**src/rtl/stopwatch_ctrl_pkg.sv**
```systemverilog
// stopwatch_ctrl_pkg: shared FSM state encoding and time-field moduli for the stopwatch.
//   STOP/RUN/CLEAR  run-control FSM states
//   MSEC_MOD        centisecond modulus (0..99)
//   SEC_MOD         second modulus (0..59)
//   MIN_MOD         minute modulus (0..59)
package stopwatch_ctrl_pkg;
    typedef enum logic [1:0] {
        STOP  = 2'd0,
        RUN   = 2'd1,
        CLEAR = 2'd2
    } state_t;
    localparam int MSEC_MOD = 100;
    localparam int SEC_MOD  = 60;
    localparam int MIN_MOD  = 60;
endpackage

```
**src/rtl/stopwatch_time_counter.sv**
```systemverilog
// stopwatch_time_counter: wrap-around modulo-MOD counter stage of the time cascade.
//   clk, rst   clock and synchronous active-high reset
//   i_tick     advance by one this cycle
//   i_clear    synchronous zero (takes priority over i_tick)
//   o_value    registered count, 0..MOD-1
//   o_carry    combinational: i_tick while at MOD-1, advances the next stage in the same cycle
module stopwatch_time_counter #(
    parameter int MOD   = 10,
    parameter int WIDTH = 4
) (
    input  logic             clk,
    input  logic             rst,
    input  logic             i_tick,
    input  logic             i_clear,
    output logic [WIDTH-1:0] o_value,
    output logic             o_carry
);
    localparam logic [WIDTH-1:0] LAST = WIDTH'(MOD - 1);

    always_ff @(posedge clk) begin
        if (rst || i_clear)
            o_value <= '0;
        else if (i_tick)
            o_value <= (o_value == LAST) ? '0 : o_value + WIDTH'(1);
    end

    assign o_carry = i_tick & (o_value == LAST);
endmodule

```
**src/rtl/stopwatch_ctrl.sv**
```systemverilog
// stopwatch_ctrl: run/stop/clear FSM, 10 ms tick generator and hh:mm:ss.cc counter cascade.
//   clk, rst     clock and synchronous active-high reset
//   i_btn_run    one-cycle run/stop toggle pulse
//   i_btn_clear  one-cycle clear pulse (honoured only in STOP)
//   o_msec       centiseconds 0..99
//   o_sec        seconds 0..59
//   o_min        minutes 0..59
//   o_hour       hours 0..HOUR_MAX-1
//   o_running    high while in RUN
module stopwatch_ctrl
    import stopwatch_ctrl_pkg::*;
#(
    parameter int TICK_COUNT = 1_000_000,
    parameter int HOUR_MAX   = 24
) (
    input  logic       clk,
    input  logic       rst,
    input  logic       i_btn_run,
    input  logic       i_btn_clear,
    output logic [6:0] o_msec,
    output logic [5:0] o_sec,
    output logic [5:0] o_min,
    output logic [4:0] o_hour,
    output logic       o_running
);
    localparam int TW = $clog2(TICK_COUNT);
    localparam logic [TW-1:0] TICK_LAST = TW'(TICK_COUNT - 1);

    state_t        state;
    logic [TW-1:0] tick_cnt;
    logic          tick, clear;
    logic          c_msec, c_sec, c_min, unused_day_carry;

    assign clear = (state == CLEAR);
    assign tick  = (state == RUN) && (tick_cnt == TICK_LAST);

    always_ff @(posedge clk) begin
        if (rst) begin
            state     <= STOP;
            o_running <= 1'b0;
        end else begin
            case (state)
                STOP: begin
                    state     <= i_btn_clear ? CLEAR : (i_btn_run ? RUN : STOP);
                    o_running <= !i_btn_clear && i_btn_run;
                end
                RUN: begin
                    state     <= i_btn_run ? STOP : RUN;
                    o_running <= !i_btn_run;
                end
                default: begin
                    state     <= STOP;
                    o_running <= 1'b0;
                end
            endcase
        end
    end

    // Holds its value outside RUN so a pause resumes mid-period.
    always_ff @(posedge clk) begin
        if (rst || clear)
            tick_cnt <= '0;
        else if (state == RUN)
            tick_cnt <= tick ? '0 : tick_cnt + TW'(1);
    end

    stopwatch_time_counter #(.MOD(MSEC_MOD), .WIDTH(7)) u_msec (
        .clk(clk), .rst(rst), .i_tick(tick), .i_clear(clear), .o_value(o_msec), .o_carry(c_msec)
    );
    stopwatch_time_counter #(.MOD(SEC_MOD), .WIDTH(6)) u_sec (
        .clk(clk), .rst(rst), .i_tick(c_msec), .i_clear(clear), .o_value(o_sec), .o_carry(c_sec)
    );
    stopwatch_time_counter #(.MOD(MIN_MOD), .WIDTH(6)) u_min (
        .clk(clk), .rst(rst), .i_tick(c_sec), .i_clear(clear), .o_value(o_min), .o_carry(c_min)
    );
    stopwatch_time_counter #(.MOD(HOUR_MAX), .WIDTH(5)) u_hour (
        .clk(clk), .rst(rst), .i_tick(c_min), .i_clear(clear), .o_value(o_hour),
        .o_carry(unused_day_carry)
    );
endmodule

```
**config.mk**
```make
export PLATFORM = sky130hd
export DESIGN_NAME = stopwatch_ctrl
export DESIGN_NICKNAME = d
export VERILOG_FILES = /design/src/rtl/stopwatch_ctrl_pkg.sv /design/src/rtl/stopwatch_time_counter.sv /design/src/rtl/stopwatch_ctrl.sv
export SDC_FILE = /design/constraint.sdc
export NUM_CORES = 1
export LEC_CHECK = 0
export ABC_AREA = 1
export CORE_AREA = 2 2 57 99
export CTS_CLUSTER_SIZE = 30
export DETAILED_ROUTE_END_ITERATION = 6
export DIE_AREA = 0 0 59 101
export PLACE_DENSITY_LB_ADDON = 0.12
export SLEW_MARGIN = 20
export SYNTH_ARGS = -nofsm -noshare
export SYNTH_HDL_FRONTEND = slang
export SYNTH_HIERARCHICAL = 1
export SYNTH_SLANG_ARGS = --single-unit
```
**constraint.sdc**
```tcl
create_clock -name clk -period 5.8 [get_ports clk]
set_clock_uncertainty 0.05 [all_clocks]
set_input_delay 0.58 -clock clk [delete_from_list [all_inputs] [get_ports clk]]
set_output_delay 0.58 -clock clk [all_outputs]
set_load 0.02 [all_outputs]
```
==> results.yml <==
run_status:
  status: "completed"
setup_path:
  path_cells: "inv_2, nor2_4, nand2_1, nor2_1, nand3_1, nor3_1, nand2_1, nor2_1, nand2_1, inv_1, nand2_2, inv_2, nand3_2, inv_1, nand2_2, inv_2, nand3_2, inv_1, nand3_2, o21ai_2, nor2_2"
  cp.arrival_ps: 3510
  timing_worst_setup_path_type: "reg2reg"
  critPathLaunchType: "flip-flop"
  slowest_delay_ps: 580
  slowest_stage: "nor3_1"
  crit_path_end_kind: "flip-flop"
  crit_required_ps: 5950
  path_max_fanout: 8
floorplan:
  start_util_pct: 47.94
  fp-row-count: 35
  die_h_um: 101
  top_level_ports: 29
  die_width_um: 59
  die_area_sq_um: 5959
  core_sq_um: 5167
final_layout:
  fin_util_pct: 56.46
  nNetsFinal: 414
  syn_to_final_growth_pct: 17.78
  layout-drive-gt1-share_pct: 11.82
  fill_cells: 543
  final-seq-area_sq_um: 920.9
  n_antenna_cell: 0
  multi_input_area_sq_um: 1361
power_and_ir_drop:
  power.density_nw_per_um2: 188.3
  vdd_drop_max_uv: 124.8
  power.leakage_nw: 1.147
route:
  via_per_inst: 5.074
  routed_wl_um: 5679
  drtIter0Drc: 73
  drc: 0
  wire_per_inst_um: 12.32
  ant_nets: 0
  dr_total_vias: 2339
  drt-pass1-iter-count: 4
placed_design:
  routabilityCongestion: 0.9228
  dp_hpwl_um: 4556
  port-buffer-count: 28
clock_tree:
  cts_sinks: 46
  h-tree-depth: 2
  cts_tree: "built"
  clockRootBuffer: "clkbuf_8"
  cts_buffers: 5
  postCtsHoldBufs: 0
  cts_setup_buffers: 0
  post_cts_resized: 0
  clkTransAtPathRegs_ps: 90
  worstSkewPairLatency_ps: 300
  cts_buffer_depth: 2
grt:
  track_usage_pct: 20.90
  overflow: 0
  grt_pass1_vias: 2215
  grt_first_pass_wirelength_um: 9528
  grt_max_degree: 14
  antenna_found_initial: 0
yosys:
  synth.avg_cell_area_sq_um: 6.696
  syn_inst: 370
  synth_nets: 379
  yosys_warnings: 6
  synth_area_sq_um: 2477
timing:
  finalCritPeriodShare_pct: 57.92
  hold_viol_final: 0
  tightest_slew_ps: 727.6
  slew_headroom_pct: 51.12
  final_max_slew_viol_count: 0
  min_period_ps: 3359
  max_freq_mhz: 297.7
  rsz0062_at_grt: "no"
  setup_violations: 0
  finalSetupTns_ps: 0
worst_hold_path:
  hp-class: "reg2reg"
job:
  drv_cap: 0
-- per-stage QoR --
stage	power (mW)	cells	setup slack (ps)	hold WS, ps	cell area [sq um]
after detailed placement	0.3545	453	2426	444.4	2826
after global routing	0.5749	461	1956	501.5	2918
final	0.5493	461	2441	453.6	2918
after CTS	0.5597	461	2412	459.3	2918
after global placement	0.3541	453	2550	434.1	2826
after floorplan	0.3441	370	2664	416.9	2477
-- final timing paths --
check                           cells past startpoint                end         from  slack [ps]
worst max-delay path                               21  u_hour/o_value[3]    o_running        2440
worst min-delay path                                2        tick_cnt[3]  tick_cnt[3]         450
worst max register to register                     21  u_hour/o_value[3]    o_running        2440
worst min register to register                      2        tick_cnt[3]  tick_cnt[3]         450
-- routing by layer --
| metal | vias to the layer above | routed length [um] | part of all wire, % | track usage [%] |
|---|---|---|---|---|
| li1 | 1221 | - | - | - |
| met4 | 0 | 154 | 2.7 | 10.14 |
| met5 | - | 0 | 0 | 0 |
| met1 | 1060 | 2078 | 37 | 20.24 |
| met2 | 46 | 3321 | 58 | 40.77 |
| met3 | 12 | 124 | 2.2 | 2.824 |
-- worst max-delay path, delay by kind of cell (launching register included) --
family          cells  cell delay [ps]
flops               1              440
simple gates       14             1930
buf+inv             6              680
compound gates      1              170
-- layout by cell type (no fill, tap or decap) --
cell type / n
nand2_1: 84
nor2_1: 69
inv_1: 46
dfxtp_1: 46
clkdlybuf4s50_1: 28
nand3_1: 23
nand2_2: 14
a21oi_1: 14
o21ai_0: 14
nor2_4: 7
nor2_2: 7
nor3_1: 6
inv_2: 6
clkbuf_8: 6
xor2_1: 5
ha_1: 5
nor4_1: 3
xnor2_1: 3
nand3_2: 3
nand4_1: 2
or2_1: 2
nand3b_1: 1
nor3_2: 1
a21oi_2: 1
o21bai_1: 1
nor3b_1: 1
a31oi_1: 1
a211oi_1: 1
or2_2: 1
clkbuf_1: 1
clkinv_2: 1
o21ai_2: 1
o21ai_1: 1
mux2i_1: 1
-- final cells by class --
type | count | share of cell area [%]
clock buffer | 7 | 2.959
tap | 55 | 2.358
multi-input combinational | 272 | 46.66
inverter | 52 | 6.690
sequential | 46 | 31.56
timing repair buffer | 28 | 9.605
clock inverter | 1 | 0.1715
-- where the power goes --
part | leakage, nW | internal, mW | switching (mW)
clock network | 0.0482 | 0.0963 | 0.106
registers | 0.371 | 0.317 | 0.00202
logic | 0.728 | 0.00856 | 0.0191
total | 1.15 | 0.422 | 0.127
-- sequential cells by signal (all words and copies together), names as in the netlist --
register / count
tick_cnt: 20
u_msec/o_value: 7
u_min/o_value: 6
u_sec/o_value: 6
u_hour/o_value: 5
o_running: 1
state: 1
Power figures use the tool's default switching activity.
